===== src/rtl/egret_cfg_seq.sv =====
// egret_cfg_seq: AXI4-Lite master that replays a fixed register configuration
// sequence after reset (or on start) and reports completion or the failing step.
//
// Ports:
//   M_AXI_ACLK, M_AXI_ARESET   clock, synchronous active-high reset
//   start                      one-cycle pulse, re-runs the sequence from DONE/ERR
//   M_AXI_AW*/W*/B*            AXI4-Lite write channels (master side)
//   M_AXI_AR*/R*               AXI4-Lite read channels (master side)
//   seq_done                   sequence completed without error
//   seq_error                  sequence aborted
//   err_code                   {step index[2:0], cause: 0=bad RESP/timeout, 1=readback mismatch}
//
// Build option: define EGRET_CFG_SEQ_READBACK_EN to append the two readback
// steps (0x0C == EXP_VERSION, 0x10 == EXP_VALID); otherwise DONE follows W0x00.
module egret_cfg_seq #(
    parameter int          C_M_AXI_ADDR_WIDTH = 7,
    parameter int          C_M_AXI_DATA_WIDTH = 32,
    parameter logic [31:0] LED_INIT           = 32'h1,
    parameter logic [31:0] RW_INIT            = 32'h0,
    parameter logic [31:0] EXP_VERSION        = 32'h20220224,
    parameter logic [31:0] EXP_VALID          = 32'h12345678,
    parameter int          TIMEOUT            = 255
) (
    input  logic                            M_AXI_ACLK,
    input  logic                            M_AXI_ARESET,
    input  logic                            start,
    output logic [C_M_AXI_ADDR_WIDTH-1:0]   M_AXI_AWADDR,
    output logic [2:0]                      M_AXI_AWPROT,
    output logic                            M_AXI_AWVALID,
    input  logic                            M_AXI_AWREADY,
    output logic [C_M_AXI_DATA_WIDTH-1:0]   M_AXI_WDATA,
    output logic [C_M_AXI_DATA_WIDTH/8-1:0] M_AXI_WSTRB,
    output logic                            M_AXI_WVALID,
    input  logic                            M_AXI_WREADY,
    input  logic [1:0]                      M_AXI_BRESP,
    input  logic                            M_AXI_BVALID,
    output logic                            M_AXI_BREADY,
    output logic [C_M_AXI_ADDR_WIDTH-1:0]   M_AXI_ARADDR,
    output logic [2:0]                      M_AXI_ARPROT,
    output logic                            M_AXI_ARVALID,
    input  logic                            M_AXI_ARREADY,
    input  logic [C_M_AXI_DATA_WIDTH-1:0]   M_AXI_RDATA,
    input  logic [1:0]                      M_AXI_RRESP,
    input  logic                            M_AXI_RVALID,
    output logic                            M_AXI_RREADY,
    output logic                            seq_done,
    output logic                            seq_error,
    output logic [3:0]                      err_code
);

`ifdef EGRET_CFG_SEQ_READBACK_EN
    localparam logic RB_EN = 1'b1;
`else
    localparam logic RB_EN = 1'b0;
`endif

    localparam logic [7:0] TMO_LAST = 8'(TIMEOUT - 1);

    typedef enum logic [2:0] {IDLE, WR, WR_RESP, RD, RD_DATA, DONE, ERR} state_t;

    state_t                          r_state;
    logic   [2:0]                    r_step;
    logic                            r_aw_done;
    logic                            r_w_done;
    logic   [7:0]                    r_tmo;
    logic   [3:0]                    r_err;

    state_t                          w_state_nxt;
    state_t                          w_adv_state;
    logic   [2:0]                    w_step_nxt;
    logic   [2:0]                    w_step_inc;
    logic   [2:0]                    w_adv_step;
    logic   [3:0]                    w_err_nxt;
    logic                            w_aw_hs;
    logic                            w_w_hs;
    logic                            w_tmo_hit;
    logic                            w_last;
    logic                            w_is_wr;
    logic                            w_counting;
    logic                            w_rd_ok;
    logic   [C_M_AXI_ADDR_WIDTH-1:0] w_addr;
    logic   [C_M_AXI_DATA_WIDTH-1:0] w_wdata;
    logic   [C_M_AXI_DATA_WIDTH-1:0] w_exp;

    // Step table: three writes (core reset released last), then two readbacks.
    assign w_addr  = r_step == 3'd0 ? C_M_AXI_ADDR_WIDTH'(8'h08) :
                     r_step == 3'd1 ? C_M_AXI_ADDR_WIDTH'(8'h04) :
                     r_step == 3'd2 ? C_M_AXI_ADDR_WIDTH'(8'h00) :
                     r_step == 3'd3 ? C_M_AXI_ADDR_WIDTH'(8'h0C) :
                                      C_M_AXI_ADDR_WIDTH'(8'h10);
    assign w_wdata = r_step == 3'd0 ? C_M_AXI_DATA_WIDTH'(RW_INIT) :
                     r_step == 3'd1 ? C_M_AXI_DATA_WIDTH'(LED_INIT) :
                                      C_M_AXI_DATA_WIDTH'(32'h1);
    assign w_exp   = r_step == 3'd3 ? C_M_AXI_DATA_WIDTH'(EXP_VERSION) :
                                      C_M_AXI_DATA_WIDTH'(EXP_VALID);

    assign w_aw_hs    = M_AXI_AWVALID && M_AXI_AWREADY;
    assign w_w_hs     = M_AXI_WVALID && M_AXI_WREADY;
    assign w_tmo_hit  = r_tmo == TMO_LAST;
    assign w_is_wr    = r_step < 3'd3;
    assign w_last     = (r_step == 3'd4) || (!RB_EN && r_step == 3'd2);
    assign w_step_inc = r_step + 3'd1;
    assign w_adv_state = w_last ? DONE : (w_step_inc < 3'd3 ? WR : RD);
    assign w_adv_step  = w_last ? r_step : w_step_inc;
    assign w_rd_ok    = !RB_EN || (M_AXI_RDATA == w_exp);
    assign w_counting = (r_state == WR) || (r_state == WR_RESP) ||
                        (r_state == RD) || (r_state == RD_DATA);

    always_comb begin
        w_state_nxt = r_state;
        w_step_nxt  = r_step;
        w_err_nxt   = r_err;
        case (r_state)
            IDLE: w_state_nxt = w_is_wr ? WR : RD;
            WR: begin
                // AW and W complete independently; leave once both have.
                if ((r_aw_done || w_aw_hs) && (r_w_done || w_w_hs)) begin
                    w_state_nxt = WR_RESP;
                end else if (w_tmo_hit) begin
                    w_state_nxt = ERR;
                    w_err_nxt   = {r_step, 1'b0};
                end
            end
            WR_RESP: begin
                if (M_AXI_BVALID) begin
                    w_state_nxt = M_AXI_BRESP == 2'b00 ? w_adv_state : ERR;
                    w_step_nxt  = M_AXI_BRESP == 2'b00 ? w_adv_step : r_step;
                    w_err_nxt   = M_AXI_BRESP == 2'b00 ? r_err : {r_step, 1'b0};
                end else if (w_tmo_hit) begin
                    w_state_nxt = ERR;
                    w_err_nxt   = {r_step, 1'b0};
                end
            end
            RD: begin
                if (M_AXI_ARREADY) begin
                    w_state_nxt = RD_DATA;
                end else if (w_tmo_hit) begin
                    w_state_nxt = ERR;
                    w_err_nxt   = {r_step, 1'b0};
                end
            end
            RD_DATA: begin
                if (M_AXI_RVALID) begin
                    if (M_AXI_RRESP != 2'b00) begin
                        w_state_nxt = ERR;
                        w_err_nxt   = {r_step, 1'b0};
                    end else if (!w_rd_ok) begin
                        w_state_nxt = ERR;
                        w_err_nxt   = {r_step, 1'b1};
                    end else begin
                        w_state_nxt = w_adv_state;
                        w_step_nxt  = w_adv_step;
                    end
                end else if (w_tmo_hit) begin
                    w_state_nxt = ERR;
                    w_err_nxt   = {r_step, 1'b0};
                end
            end
            DONE: begin
                w_state_nxt = start ? IDLE : DONE;
                w_step_nxt  = start ? 3'd0 : r_step;
            end
            ERR: begin
                w_state_nxt = start ? IDLE : ERR;
                w_step_nxt  = start ? 3'd0 : r_step;
                w_err_nxt   = start ? 4'd0 : r_err;
            end
            default: w_state_nxt = IDLE;
        endcase
    end

    always_ff @(posedge M_AXI_ACLK) begin
        if (M_AXI_ARESET) begin
            r_state   <= IDLE;
            r_step    <= 3'd0;
            r_aw_done <= 1'b0;
            r_w_done  <= 1'b0;
            r_tmo     <= 8'd0;
            r_err     <= 4'd0;
        end else begin
            r_state   <= w_state_nxt;
            r_step    <= w_step_nxt;
            r_err     <= w_err_nxt;
            r_aw_done <= (r_state == WR) && (w_state_nxt == WR) && (r_aw_done || w_aw_hs);
            r_w_done  <= (r_state == WR) && (w_state_nxt == WR) && (r_w_done || w_w_hs);
            r_tmo     <= (w_state_nxt != r_state) ? 8'd0 :
                         w_counting ? r_tmo + 8'd1 : r_tmo;
        end
    end

    assign M_AXI_AWVALID = (r_state == WR) && !r_aw_done;
    assign M_AXI_WVALID  = (r_state == WR) && !r_w_done;
    assign M_AXI_AWADDR  = (r_state == WR) ? w_addr : '0;
    assign M_AXI_WDATA   = (r_state == WR) ? w_wdata : '0;
    assign M_AXI_AWPROT  = 3'b000;
    assign M_AXI_WSTRB   = '1;
    assign M_AXI_BREADY  = r_state == WR_RESP;
    assign M_AXI_ARVALID = r_state == RD;
    assign M_AXI_ARADDR  = (r_state == RD) ? w_addr : '0;
    assign M_AXI_ARPROT  = 3'b000;
    assign M_AXI_RREADY  = r_state == RD_DATA;
    assign seq_done      = r_state == DONE;
    assign seq_error     = r_state == ERR;
    assign err_code      = r_err;

endmodule


===== config.mk =====
export PLATFORM = sky130hd
export DESIGN_NAME = egret_cfg_seq
export DESIGN_NICKNAME = d
export VERILOG_FILES = /design/src/rtl/egret_cfg_seq.sv
export SDC_FILE = /design/constraint.sdc
export NUM_CORES = 1
export LEC_CHECK = 0
export ABC_AREA = 0
export ABC_CLOCK_PERIOD_IN_PS = 3300
export BUFFER_PORTS_ARGS = -buffer_cell sky130_fd_sc_hd__clkbuf_2
export CAP_MARGIN = 20
export CORE_UTILIZATION = 43
export CTS_CLUSTER_SIZE = 25
export DETAILED_ROUTE_END_ITERATION = 10
export GPL_ROUTABILITY_DRIVEN = 0
export PLACE_DENSITY_LB_ADDON = 0.08
export RECOVER_POWER = 100
export SYNTH_ARGS = -nofsm -noshare
export SYNTH_HDL_FRONTEND = slang
export SYNTH_SLANG_ARGS = --single-unit

===== constraint.sdc =====
create_clock -name M_AXI_ACLK -period 3.3 [get_ports M_AXI_ACLK]
set_clock_uncertainty 0.15 [all_clocks]
set_input_delay 0.495 -clock M_AXI_ACLK [delete_from_list [all_inputs] [get_ports M_AXI_ACLK]]
set_output_delay 0.495 -clock M_AXI_ACLK [all_outputs]
set_load 0.03 [all_outputs]

# ---- Word level (Yosys, flattened, before mapping)
# Cells that the tools add are included.
dict set report word_totals {
  reg_bits 20
  latch_bits 0
  ramBits 0
  mem_bits_ro 0
  memories 0
}
dict set report op_classes {
  addsub 2
  n_mul 0
  div 0
  n_lt_le_gt_ge 2
  eq_ne 23
  n_shift 0
  mux 37
  bitwise 0
  reduce_logical 26
}
# operator count
set op_table {}
lappend op_table {{$mux W3} 16}
lappend op_table {{$mux W4} 8}
lappend op_table {{$mux W5} 6}
lappend op_table {{$pmux W3 S7} 1}
lappend op_table {{$pmux W4 S5} 1}
lappend op_table {{$eq A3 B2 Y1 const B} 4}
lappend op_table {{$eq A3 B3 Y1 const B} 4}
lappend op_table {{$ne A2 B2 Y1 const B} 6}
lappend op_table {{$reduce_and A6 Y1} 2}
lappend op_table {{$eq A3 B1 Y1 const B} 3}
lappend op_table {{$pmux W3 S3} 1}
lappend op_table {{$add A8 B1 Y8 const B} 1}
lappend op_table {{$eq A8 B8 Y1 const B} 1}
lappend op_table {{$logic_and A1 B1 Y1} 8}
lappend op_table {{$logic_not A3 Y1} 2}
lappend op_table {{$logic_or A1 B1 Y1} 6}
lappend op_table {{$lt A3 B2 Y1 const B} 2}
lappend op_table {{$reduce_bool A5 Y1} 1}
lappend op_table {{$mux W2} 2}
lappend op_table {{$ne A2 B1 Y1 const B} 2}
lappend op_table {{$reduce_or A2 Y1} 2}
lappend op_table {{$add A3 B1 Y3 const B} 1}
lappend op_table {{$ne A3 B2 Y1 const B} 1}
lappend op_table {{$ne A3 B3 Y1} 1}
lappend op_table {{6 further kinds} 8}

# ---- Depth between registers and ports, before layout
# Gate-level depths: netlist of the first run.
dict set report logic_depth {
  depth_word 10
  ltp_mapped 10
  depth_no_buf 8
}

# ---- Worst setup path after synthesis of the first run
# OpenSTA, ideal clock, no wires.
dict set report synth_timing {
  path_type {reg-to-reg}
  startpoint {reg r_state[1]}
  endpoint {reg r_step[0]}
  arrival_ps 2158
  path_slack_ps 876
  stages_incl_launch_ff 6
  period_less_slack_ps 2424
  path_cell_list {dfxtp_1 > buf_2 > clkinv_1 > nor3_1 > a32oi_1 > a31o_2}
}
dict set report synth_between {
  elab_cells_between_ends 13
  cone_classes {eq/ne (9); mux (1); reduce/logical (3)}
}
# item line
set synth_lines {}
lappend synth_lines {{start: declaration} 61} ;# state_t r_state;
lappend synth_lines {{start signal: assignment} 181} ;# r_state <= w_state_nxt;
lappend synth_lines {{$eq A3 B2 Y1 *} -}
lappend synth_lines {{via M_AXI_BREADY} 37} ;# output logic M_AXI_BREADY,
lappend synth_lines {{$ne A2 B1 Y1 (no source line), or another cell as far along} -}
lappend synth_lines {{$reduce_and A6 Y1 (no source line)} -}
lappend synth_lines {{end signal: assignment} 182} ;# r_step <= w_step_nxt;
lappend synth_lines {{end: declaration} 62} ;# logic [2:0] r_step;
# The timed path passes the listed nets; every way through them passes the cells marked *.
# A chain may end at the register's enable or synchronous reset.

# ---- Worst setup path after layout of the first run
dict set report layout_timing {
  startpoint {reg r_state[2]}
  endpoint {reg r_tmo[1]}
}
dict set report layout_between {
  elab_chain_len 9
  elab_cells_between_ends 25
  cone_classes {eq/ne (7); mux (6); reduce/logical (12)}
}
# item line
set layout_lines {}
lappend layout_lines {{$eq A3 B1 Y1} -}
lappend layout_lines {{$logic_and A1 B1 Y1, on equally long branches} {191, 192}}
lappend layout_lines {{$logic_and A1 B1 Y1, on equally long branches} {97, 98}}
lappend layout_lines {{$logic_or A1 B1 Y1} 117} ;# if ((r_aw_done || w_aw_hs) && (r_w_done || w_w_hs)) begin
lappend layout_lines {{$logic_and A1 B1 Y1} 117}
lappend layout_lines {{$mux W3} 117}
lappend layout_lines {{$pmux W3 S7} 113} ;# case (r_state)
lappend layout_lines {{$ne A3 B3 Y1} 186} ;# r_tmo <= (w_state_nxt != r_state) ? 8'd0 :
lappend layout_lines {{$reduce_or A2 Y1 (no source line)} -}
lappend layout_lines {{end signal: assignment} 186}
lappend layout_lines {{end: declaration} 65} ;# logic [7:0] r_tmo;
# Parallel ways exist; a longest one is shown, timed or not.

==> out/results.txt, run 1 <==
The run finished with clean final reports. The largest total area in the synthesized netlist belongs to dfxtp_1. Headroom to the max-slew limit came out at 58.1%.

The run gives 25.3% as the sequential cell fraction of total power. After clock tree synthesis, the clock-pin slew on the worst setup and hold paths is 80 ps. The tools report the total number of vias as 1,545. The post-route clock period utilization was 89.1%; the synthesized netlist cell count was 235.

The number of violations reported at the end of detailed-routing iteration 0 is 126, and the number of global-route vias before repair is 1,241. For this run, the number of Yosys warnings is 0. The worst path arrival time came out at 2960 ps. In the detailed route, the total length drawn on met2 is 1650 um. The die covers 4430 sq um. The number of hold buffers added after CTS was 0. The total number of nets in the final design is 314.

The slowest stage of the critical path belongs to the cell or3b_1. After detailed routing, the wire length on met1 is 1820 um. Adding up every negative setup slack in the final design gives 0 ps. The repair_antennas step left the layout with diodes totalling 0.

Setup repair after global routing left no endpoint under its margin. The run gives 0 as the DRC violations left. For this run the aggregate overflow at the end of global routing stands at 0. For the number of setup violations in the final report, the log shows 0. For the number of distinct library cells after synthesis, the log shows 48.

TritonCTS built the clock tree. From left edge to right edge, the die measures 66.6 um. Ranked by total cell area, the synthesized netlist is headed by dfxtp_1 22%, buf_4 21%, nor2_1 6.3%, ha_1 4.9%, nor3_1 3.6%. STA classifies the critical path endpoint as a register. The clock net in this run drives a total of 20 sinks.

In this run, the clock network consumes 13.3% of the power. The final hold violation count was 0; the wire length after detailed routing was 3690 um. Peak per-stage delay on the critical path: 600 ps. The area inside the core boundary was 4000 sq um; the detail-routed net length per standard cell was 11.8 um. For this run, the leading register cell type out of synthesis is dfxtp_1.

The filler cells instantiated in the layout total 443. No sink is reached through more buffers than the 2 on the longest clock path. The floorplan step set the die height to 66.6 um. The cell class contributing the biggest share of worst-path delay is compound AO/OA/AOI/OAI gates.

At the later pin of the worst-skew pair, clock insertion delay measures 260 ps. In this run the biggest area consumer among cell types represents 22.3% of the synthesized area. The tools report the number of antenna violations at the first check in global routing as 0. Summed over all nets, the switching power comes to 754 uW.

In this run the remaining antenna-violating nets after routing total 0. In this run the static leakage power is 0.000742 uW. The number of levels the H-tree was split into was 1. The critical path is of the reg -> reg type. For this run, the total global-route usage over all layers was measured as 17.4%.

The share of synthesized area occupied by flip-flops and latches is 22.3%. Yosys mapped a number of flops with a built-in enable equal to 0. In the final layout, the share of cells above drive strength 1 is 9.54%. Together, buffers and inverters on the worst path number 0.

Of all nets on the critical path, the largest fanout is 19. Counting flops with an async set or reset pin after synthesis yields a share of 0%. Dividing the detail-routed via count by the number of cells gives 4.95. Once the floorplan was initialized, standard cells occupied 44.8% of the core. The peak supply drop was 386 uV. STA puts the critical path data required time at 3320 ps.

Summed over all nets, wire length on met3 after detailed routing comes to 225 um. Subtracting the final worst setup slack from the clock period gives 2940 ps. Entering global routing, the biggest net connects 21 pins.

The HPWL after detailed placement is 2810 um. The transition time at the pin with the least slew margin came out at 620 ps. In this run the worst hold path is classified as in -> reg.

The most frequently used cell type in the post-synthesis netlist was buf_4. CTS placed an instance of clkbuf_8 at the clock tree root. The top routing layer in use is met3. Net switching is 52.4% of the power. The max-slew violation count came out at 0. The first global-routing pass estimated 5990 um of wire. The run gives 686 uW as the total internal power. For the area of the mapped netlist, the log shows 1790 sq um. The tools report the number of clock buffers inserted by TritonCTS as 3.

After floorplanning, the core was divided into 23 placement rows. The commonest cells after synthesis are 49 x buf_4, 30 x nor2_1, 20 x dfxtp_1, 13 x nor3_1. The final total power was 1440 uW. During I/O placement, the number of pins put on the boundary was 111. The post-synthesis sequential element count was 20. The signal on the critical path passes through or3b_1, o221a_1, a221o_1, a311oi_1, nand4bb_1, a211oi_1.

Once the clock tree was built, the resizer swapped 0 gates to a different size. After clock tree synthesis, the setup repair step added 0 buffers. The multi-input combinational cells in the finished layout cover a total of 1090 sq um. Fraction of the core area covered by cells at the end of the flow: 45.3%.

The tool flagged a number of max-cap violations equal to 0. The run gives 400 sq um as the area used by sequential logic in the layout. The run gives 61.4% as the fraction of power consumed by combinational cells. The first detailed-routing pass took 4 iterations.

The worst setup path is launched from a register. The power per cell area is 795 nW/um^2, and the number of buffer cells added on primary ports is 29. Based on the critical path, the design can be clocked at up to 0.340 GHz.

The area growth from synthesis to layout is 1.05%. The average size of a mapped cell works out to 7.62 sq um.
==> worst reg2reg max path, delay by kind of cell, from the launching register on <==
family | cells | cell delay (ps)
compound gates | 4 | 1210
simple gates | 2 | 980
flops | 1 | 520
==> power by group through the flow <==
| stage | clock network, uW | registers [uW] | logic, uW |
|---|---|---|---|
| 3_3_place_gp | 0 | 370 | 915 |
| 4_1_cts | 197 | 363 | 915 |
| 2_1_floorplan | 0 | 321 | 806 |
| 3_5_place_dp | 0 | 369 | 911 |
| 5_1_grt | 205 | 376 | 972 |
| 6_report | 192 | 365 | 883 |
==> cell families (layout without fill, tap and decap cells) <==
| kind of cell | Yosys count | in the layout | share of synthesized area, % |
|---|---|---|---|
| simple gates | 71 | 71 | 19.2 |
| flops | 20 | 20 | 22.3 |
| xor+xnor | 9 | 9 | 4.40 |
| other cells | 2 | 49 | 0.419 |
| fa+ha+maj | 7 | 7 | 4.89 |
| buf+inv | 71 | 51 | 26.2 |
| compound gates | 53 | 53 | 21.4 |
| mux | 2 | 2 | 1.12 |
==> metrics by stage <==
| step | hold slack (ps) | cell area (sq um) | worst slack [ps] | instances |
|---|---|---|---|---|
| after floorplan | 334 | 1970 | 876 | 282 |
| after global placement | 298 | 1790 | 377 | 308 |
| after detailed placement | 299 | 1790 | 405 | 308 |
| after CTS | 307 | 1850 | 378 | 312 |
| after global routing | 314 | 1810 | 106 | 312 |
| final | 308 | 1810 | 360 | 312 |
==> layer usage <==
| metal | global-route usage (%) | up-vias |
|---|---|---|
| met1 | 24.9 | 707 |
| met4 | 2.39 | 0 |
| met3 | 3.25 | 0 |
| met2 | 27.3 | 65 |
| li1 | - | 773 |
| met5 | 0 | - |
==> registers in the layout, summed over array words and instances (netlist names) <==
register   count
err_code       4
r_aw_done      1
r_state        3
r_step         3
r_tmo          8
r_w_done       1
==> cells in the final DEF (no fill, tap or decap), types with 2 or more instances in the layout <==
master / count
o22ai_1: 4
clkbuf_2: 11
a22o_1: 3
clkbuf_1: 19
nor2_1: 30
xor2_1: 3
nand2_1: 12
conb_1: 49
ha_1: 7
nor4b_1: 2
buf_4: 4
clkbuf_8: 4
a2111oi_0: 2
nand4bb_1: 2
a21o_1: 2
nand4_1: 2
o21ai_0: 6
dfxtp_1: 20
o21a_1: 3
nor3_1: 13
a31o_2: 3
a22oi_1: 2
xnor2_1: 6
a311oi_1: 2
mux2i_1: 2
a31oi_1: 4
nand3_1: 3
inv_1: 12
a211oi_1: 3
a21oi_1: 11
==> area by class of cell <==
class / count / area share [%]
Multi-Input combinational cell: 191 / 60.1
Sequential cell: 20 / 22.1
Timing Repair Buffer: 34 / 8.64
Tap cell: 50 / 3.46
Clock buffer: 4 / 3.04
Inverter: 13 / 2.70
==> final timing paths <==
kind	from	endpoint	slack, ps	cells past startpoint
setup reg to reg	r_state[2]$_SDFF_PP0_	r_tmo[1]$_SDFFE_PP0P_	360	6
hold reg to reg	err_code[0]$_SDFFE_PP0P_	err_code[0]$_SDFFE_PP0P_	310	1
setup / recovery	r_state[2]$_SDFF_PP0_	r_tmo[1]$_SDFFE_PP0P_	360	6
hold / removal	M_AXI_WREADY	r_w_done$_SDFF_PP0_	310	2
Note: power is estimated with default switching activity, not from simulation.
==> run 2: changes to the inputs <==
Settings changed: ABC_AREA 0 to 1, CORE_UTILIZATION 43 to 46.
==> run 2 against run 1 <==
- die area rose by 8.5%
- first-iteration DRC count fell by 42%
- sequential share of layout area fell by 2.1 points
- critical endpoint is now M_AXI_ARADDR[3]
- clock-buffer cell count did not move
==> out/results.txt, run 2 <==
The logs give 3 (unchanged) for the number of clock buffers inserted by TritonCTS and 0 (unchanged) for the number of setup violations in the final report. Detail-routed via count per cell: 4.43 (-11%). STA classifies the critical path startpoint as a register.

Leading cell type in the layout, fill and taps excluded: conb_1. Leaving out fill and tap cells, the most frequent cells in the layout are 49 x conb_1, 42 x nand2_1, 35 x inv_1. The number of flip-flops in the largest register was 8 (unchanged).

The commonest cells after synthesis are 49 x buf_4, 41 x nand2_1, 33 x inv_1, 22 x nor2_1, 20 x dfxtp_1. The setup TNS came out at 0 ps (unchanged). For the number of levels the H-tree was split into, the log shows 1 (unchanged). The average size of a mapped cell was 7.34 sq um (-3.7%). The die area came out at 4810 sq um (+8.5%). The largest total area in the synthesized netlist belongs to dfxtp_1. For the remaining antenna violation count after routing, the log shows 0 (unchanged).

Latest clock arrival within the worst-skew pair: 260 ps (about the same). The critical path starts at r_state[0]$_SDFF_PP0_. The detail-routed net length per standard cell is 10.5 um (-11%), and the DRC violations left is 0 (unchanged). The tools report the worst min-delay path startpoint as err_code[0]$_SDFFE_PP0P_. The vertical extent of the die was 69.3 um (+4.2%); the total number of vias was 1,607 (+4.0%). The signal on the critical path passes through nand2_4, nor2_1, inv_2, nor2_1, clkbuf_1. The tools report the number of distinct library cells after synthesis as 35 (-27%).

The total routing resource utilization after global routing was 16.8% (-0.65 points). The horizontal extent of the die came out at 69.3 um (+4.2%). The run finished with clean final reports. In the post-synthesis netlist, the biggest area contributors are dfxtp_1 19%, buf_4 18%, nand2_1 7.4%, inv_1 5.9%, nor3_2 4.3%. The largest fanout on the critical path is 9 (-10), and the total leakage power is 0.00104 uW (+40%). The peak supply drop is 246 uV (-36%), and the maximum number of pins on one net before global-route repair is 13 (-38%). The max-slew violation count was 0 (unchanged).

The logs give 0 (unchanged) for the diode insertion count for antenna repair and 4350 sq um (+8.9%) for the area inside the core boundary. Count of TritonRoute iterations in the first routing pass: 4 (unchanged). Maximum operating frequency: 0.370 GHz (+8.9%). The power per cell area is 508 nW/um^2 (-36%). The worst path arrival time came out at 2050 ps (-910 ps).

The run gives 363 (+16%) as the total number of nets in the final design. Setup repair after global routing left no endpoint under its margin. The number of buffer cells added on primary ports is 29 (unchanged). Area of the mapped netlist: 2090 sq um (+16%). The count of yosys warnings during synthesis is 0 (unchanged), and the final total power is 1020 uW (-29%). The number of gates resized after CTS was 0 (unchanged); the top-level I/O count was 111 (unchanged).

The share of the synthesized area in the top cell type is 19.2% (-3.2 points). The required time reported for the critical path endpoint is 2650 ps (-670 ps). The logs give 19.2% (-3.2 points) for the share of synthesized area occupied by flip-flops and latches and 0 (unchanged) for the max-capacitance violation count. The startpoint identified for the worst register-to-register timing path is r_state[2]$_SDFF_PP0_. The critical path's most frequent cell was nor2_1. The post-synthesis sequential element count is 20 (unchanged). Peak per-stage delay on the critical path: 800 ps (+200 ps). Number of global-route vias before repair: 1,383 (+11%). The number of placement rows is 24 (+4.3%), and the global-route wire length before repair is 6510 um (+8.7%). The worst hold path belongs to the class reg -> reg.

Classification of the worst setup path: reg -> out. The transition time at the pin with the least slew margin is 734 ps (+114 ps), and the area used by sequential logic in the layout is 400 sq um (unchanged). The clock sink total was 20 (unchanged). The clock period minus final worst setup slack is 2700 ps (-241 ps). The number of antenna violations at the first check in global routing came out at 0 (unchanged). TritonCTS built the clock tree. The aggregate global routing overflow is 0 (unchanged), and the number of violations reported at the end of detailed-routing iteration 0 is 73 (-42%). Root buffer selected by CTS: clkbuf_8.

The placed wire-length estimate is 3160 um (+13%). STA classifies the critical path endpoint as a primary output. The register with the highest flop count is r_tmo. The post-route clock period utilization is 81.8% (-7.3 points). The area growth from synthesis to layout is -3.96%. Number of buffers added for setup after CTS: 0 (unchanged). Grouping stages by cell kind, the critical path spends the most delay in flip-flops. The most used flip-flop cell after synthesis is dfxtp_1.

The count of flip-flops with a built-in enable after synthesis came out at 0 (unchanged). The tightest slew margin relative to the limit was 51.0% (-7.1 points). The wire length after detailed routing came out at 3810 um (+3.1%). Async set-or-reset flop fraction in the synthesized netlist: 0% (unchanged).

The most frequently used cell type in the post-synthesis netlist was buf_4. Synthesized netlist cell count: 284 (+21%). The final hold violation count is 0 (unchanged). The number of buffers added to fix hold violations after cts is 0 (unchanged), and the initial standard-cell utilization of the core is 47.9% (+3.1 points). The largest individual stage delay along the critical path comes from the cell dfxtp_1. The clock-pin transition on the worst setup and hold timing paths works out to 80 ps (about the same). The share of cells above drive strength 1 is 18.0% (+8.5 points). The buffers plus inverters on the worst setup path is 2 (+2). The number of buffers on the longest clock path is 2 (unchanged), and the area of combinational cells with multiple inputs is 1190 sq um (+9.3%).

The tools report the number of inserted filler cells in the final layout as 485 (+9.5%).
## run 2: changes by cell type after synthesis, sizes merged, moves of 3 or more
cell / delta
nand2: +41
nor2: +6
a31oi: -3
inv: +30
nand4: +4
o21ai: +4
nand3: +19
xnor2: -3
a31o: -3
clkbuf: -3
nor3: -3
o21a: -3
a22o: -3
## run 2: power breakdown
part           switching [uW]  internal (uW)  total [uW]
Combinational             377            139         516
Sequential               49.9            261         311
Clock                    84.3            106         191
Total                     511            507        1020
## run 2: worst paths after layout
check | to | slack, ps | cells after the start
max | M_AXI_ARADDR[3] | 600 | 5
min | err_code[0]$_SDFFE_PP0P_ | 320 | 2
max reg2reg | err_code[1]$_SDFFE_PP0P_ | 780 | 9
min reg2reg | err_code[0]$_SDFFE_PP0P_ | 320 | 2
## run 2: worst min-delay path, cell delays in order (launching register included)
cell and delay (ps):
dfxtp_1 310, nand3_1 70, inv_1 40
## run 2: final cells by class
| class | instances | area share [%] |
|---|---|---|
| clock buffer | 4 | 2.75 |
| inverter | 42 | 8.37 |
| multi-input combinational | 216 | 59.3 |
| sequential | 20 | 20.0 |
| tap | 52 | 3.25 |
| timing repair buffer | 29 | 6.31 |
## run 2: kinds of logic (layout without fill, tap and decap cells)
| kind of cell | after synthesis | after routing | synth area share [%] |
|---|---|---|---|
| other | 2 | 49 | 0.360 |
| buffers and inverters | 95 | 75 | 27.5 |
| xor gates and xnor gates | 7 | 7 | 2.94 |
| AOI/OAI and AO/OA | 24 | 24 | 6.54 |
| DFF | 20 | 20 | 19.2 |
| adders and majority gates | 7 | 7 | 4.20 |
| and+or+nand+nor | 129 | 129 | 39.3 |
## run 2: layer usage
metal  up-vias  wire [um]  global-route usage (%)  share of wire, %
met5         -          0                       0                 0
met4         0         59                    6.12               1.6
met3         6        252                    2.62               6.6
met2        65       1550                    24.2                41
met1       684       1940                    24.9                51
li1        852          -                       -                 -
## run 2: metrics by stage
stage               cells  worst slack, ps  hold slack [ps]  util [%]  cell area (sq um)
floorplan             331             1260              344         -               2260
detailed placement    359             1130              304      47.5               2070
CTS                   363              848              316      48.7               2120
global placement      359             1150              298      47.5               2070
global route          363              455              352      46.0               2000
finish                363              601              315      46.0               2000
==> run 3: changes to the inputs <==
Settings changed: ABC_CLOCK_PERIOD_IN_PS 3300 to 2200, CORE_UTILIZATION 46 to 41.
Clock period 3.3 ns to 2.2 ns, I/O delays scaled along.
==> run 3 against run 2 <==
- final cell count up 5.2%
- sequential share of layout area down 1.4 points
- combinational power is 76% higher
- critical path depth increased by 2
- routed wire length about the same
- via count shrank 0.19%
- setup slack worse by 480 ps
- power is 59% higher
==> out/results.txt, run 3 (synthesized netlist as in run 2, its figures left out) <==
After layout, the worst path uses 94.4% of the clock period. The horizontal extent of the die is 73.3 um (+5.8%), and the count of TritonRoute iterations in the first routing pass is 4 (unchanged). The cell family contributing the most delay on the critical path is buffers and inverters. The setup TNS was 0 ps (unchanged). The number of flip-flops in the largest register came out at 8 (unchanged).

Largest fanout on the critical path: 10 (+1). In the layout the commonest cells are 49 x conb_1, 41 x nand2_1, 33 x inv_1. For the latest clock arrival within the worst-skew pair, the log shows 260 ps (about the same). The worst hold path belongs to the class in -> reg.

Power per cell area: 746 nW/um^2 (+47%). The tools report the number of placement rows as 25 (+4.2%). Total number of nets in the final design: 367 (+1.1%). The logs give 0 (unchanged) for the final hold violation count and 0 (unchanged) for the number of setup violations in the final report. For the max-slew violation count, the log shows 0 (unchanged). The logs give 5380 sq um (+12%) for the die area and 1720 ps (-930 ps) for the required time reported for the critical path endpoint. The cell area after placement was 2120 sq um (+2.4%); the maximum number of pins on one net before global-route repair was 13 (unchanged). Initial standard-cell utilization of the core: 43.3% (-4.6 points).

The critical path goes through buf_4, nor2_4, inv_2, nor2_4, inv_2, a21oi_1, clkbuf_2. For the max-capacitance violation count, the log shows 0 (unchanged). The clock-pin transition on the worst setup and hold timing paths came out at 80 ps (about the same). The tools report the startpoint type of the worst setup path as a register. The peak per-stage delay on the critical path works out to 300 ps (-500 ps). The number of buffer cells added on primary ports was 29 (unchanged). The total routing resource utilization after global routing came out at 14.7% (-2.0 points).

The number of antenna violations at the first check in global routing was 0 (unchanged); the vertical extent of the die was 73.3 um (+5.8%). The clock sink total is 20 (unchanged), and the detail-routed via count per cell is 4.20 (-5.2%). The total leakage power is 0.00112 uW (+7.5%), and the total number of vias is 1,604 (-0.19%).

Global-route wire length before repair: 6150 um (-5.5%). The run gives 3800 um (about the same) as the wire length after detailed routing. Classification of the worst setup path: reg -> out.

The peak supply drop is 467 uV (+90%). Setup repair after global routing left no endpoint under its margin. The run gives 111 (unchanged) as the top-level I/O count. CTS placed an instance of clkbuf_8 at the clock tree root. Area inside the core boundary: 4820 sq um (+11%).

The worst setup path is captured at a primary output. Post-synthesis to final-layout area growth: 4.26%. For the placed wire-length estimate, the log shows 3210 um (+1.7%). TritonCTS built the clock tree. Leaving out fill and tap cells, the most frequent cell in the layout is conb_1. The run gives 3 (unchanged) as the number of clock buffers inserted by TritonCTS. Worst path arrival time: 1600 ps (-450 ps).

The number of buffers on the longest clock path was 2 (unchanged); the DRC violations left was 0 (unchanged). Final total power: 1620 uW (+59%). Derived from the worst setup path, the maximum achievable clock frequency is 0.481 GHz. For the remaining antenna violation count after routing, the log shows 0 (unchanged). The flow ran to the end, and the final reports show no timing, DRC or antenna violations. The slowest cell on the critical path was dfxtp_1.

The number of global-route vias before repair is 1,310 (-5.3%). The buffers plus inverters on the worst setup path came out at 4 (+2). The share of cells above drive strength 1 came out at 30.2% (+12 points). The worst path needs 2080 ps of the cycle, external delays included. The number of levels the H-tree was split into was 1 (unchanged); the number of violations reported at the end of detailed-routing iteration 0 was 45 (-38%). The aggregate global routing overflow came out at 0 (unchanged). The detail-routed net length per standard cell works out to 9.96 um (-5.0%).

The register with the most flip-flops in the final layout is r_tmo. For the final non-filler cell area, the log shows 2170 sq um (+8.6%). Diode insertion count for antenna repair: 0 (unchanged).
==> run 3: stage by stage <==
| step | cells | hold slack, ps | util, % | worst slack [ps] |
|---|---|---|---|---|
| finish | 382 | 270 | 45.1 | 123 |
| global route | 382 | 287 | 45.1 | 0.444 |
| CTS | 382 | 279 | 45.1 | 44.4 |
| detailed placement | 378 | 300 | 43.9 | 71.6 |
| global placement | 378 | 297 | 43.9 | 100 |
| floorplan | 331 | 344 | - | 323 |
==> run 3: worst paths after layout <==
check	cells after the start	to	start	slack [ps]
hold / removal	2	r_state[0]$_SDFF_PP0_	M_AXI_ARESET	270
setup reg to reg	13	r_tmo[0]$_SDFFE_PP0P_	r_step[0]$_SDFFE_PP0P_	190
setup / recovery	7	M_AXI_WDATA[0]	r_state[2]$_SDFF_PP0_	120
hold reg to reg	2	err_code[0]$_SDFFE_PP0P_	err_code[0]$_SDFFE_PP0P_	310
==> run 3: cell type report <==
cell class                      count  area (sq um)
Multi-Input combinational cell    216          1290
Clock buffer                        4          55.1
Inverter                           42           168
Sequential cell                    20           404
Timing Repair Buffer               33           170
Tap cell                           67          83.8
Fill cell                         549          2640
==> run 3: worst reg2reg max path: cells and delay by family (launching register included) <==
kind	cells	cell delay, ps
flip-flops	1	370
buffers and inverters	2	140
adder cells (fa/ha/maj)	1	240
AND/OR/NAND/NOR	10	1040
==> run 3: routing by layer <==
| metal | up-vias | part of all wire [%] | global-route usage (%) |
|---|---|---|---|
| met5 | - | 0 | 0 |
| met1 | 689 | 52 | 21.5 |
| met4 | 0 | 0.79 | 3.85 |
| met2 | 57 | 43 | 22.9 |
| li1 | 854 | - | - |
| met3 | 4 | 4.4 | 1.65 |
==> run 3: what timing repair did <==
action	in CTS	in global routing
setup endpoints to repair	0	16
hold buffers	0	0
resized for setup	0	6
buffers inserted	0	0
==> run 3: where the power goes <==
| part | internal, uW | switching [uW] | leakage [uW] |
|---|---|---|---|
| registers | 395 | 34.1 | 0.000163 |
| clock network | 159 | 126 | 0.0000288 |
| logic | 255 | 652 | 0.000928 |
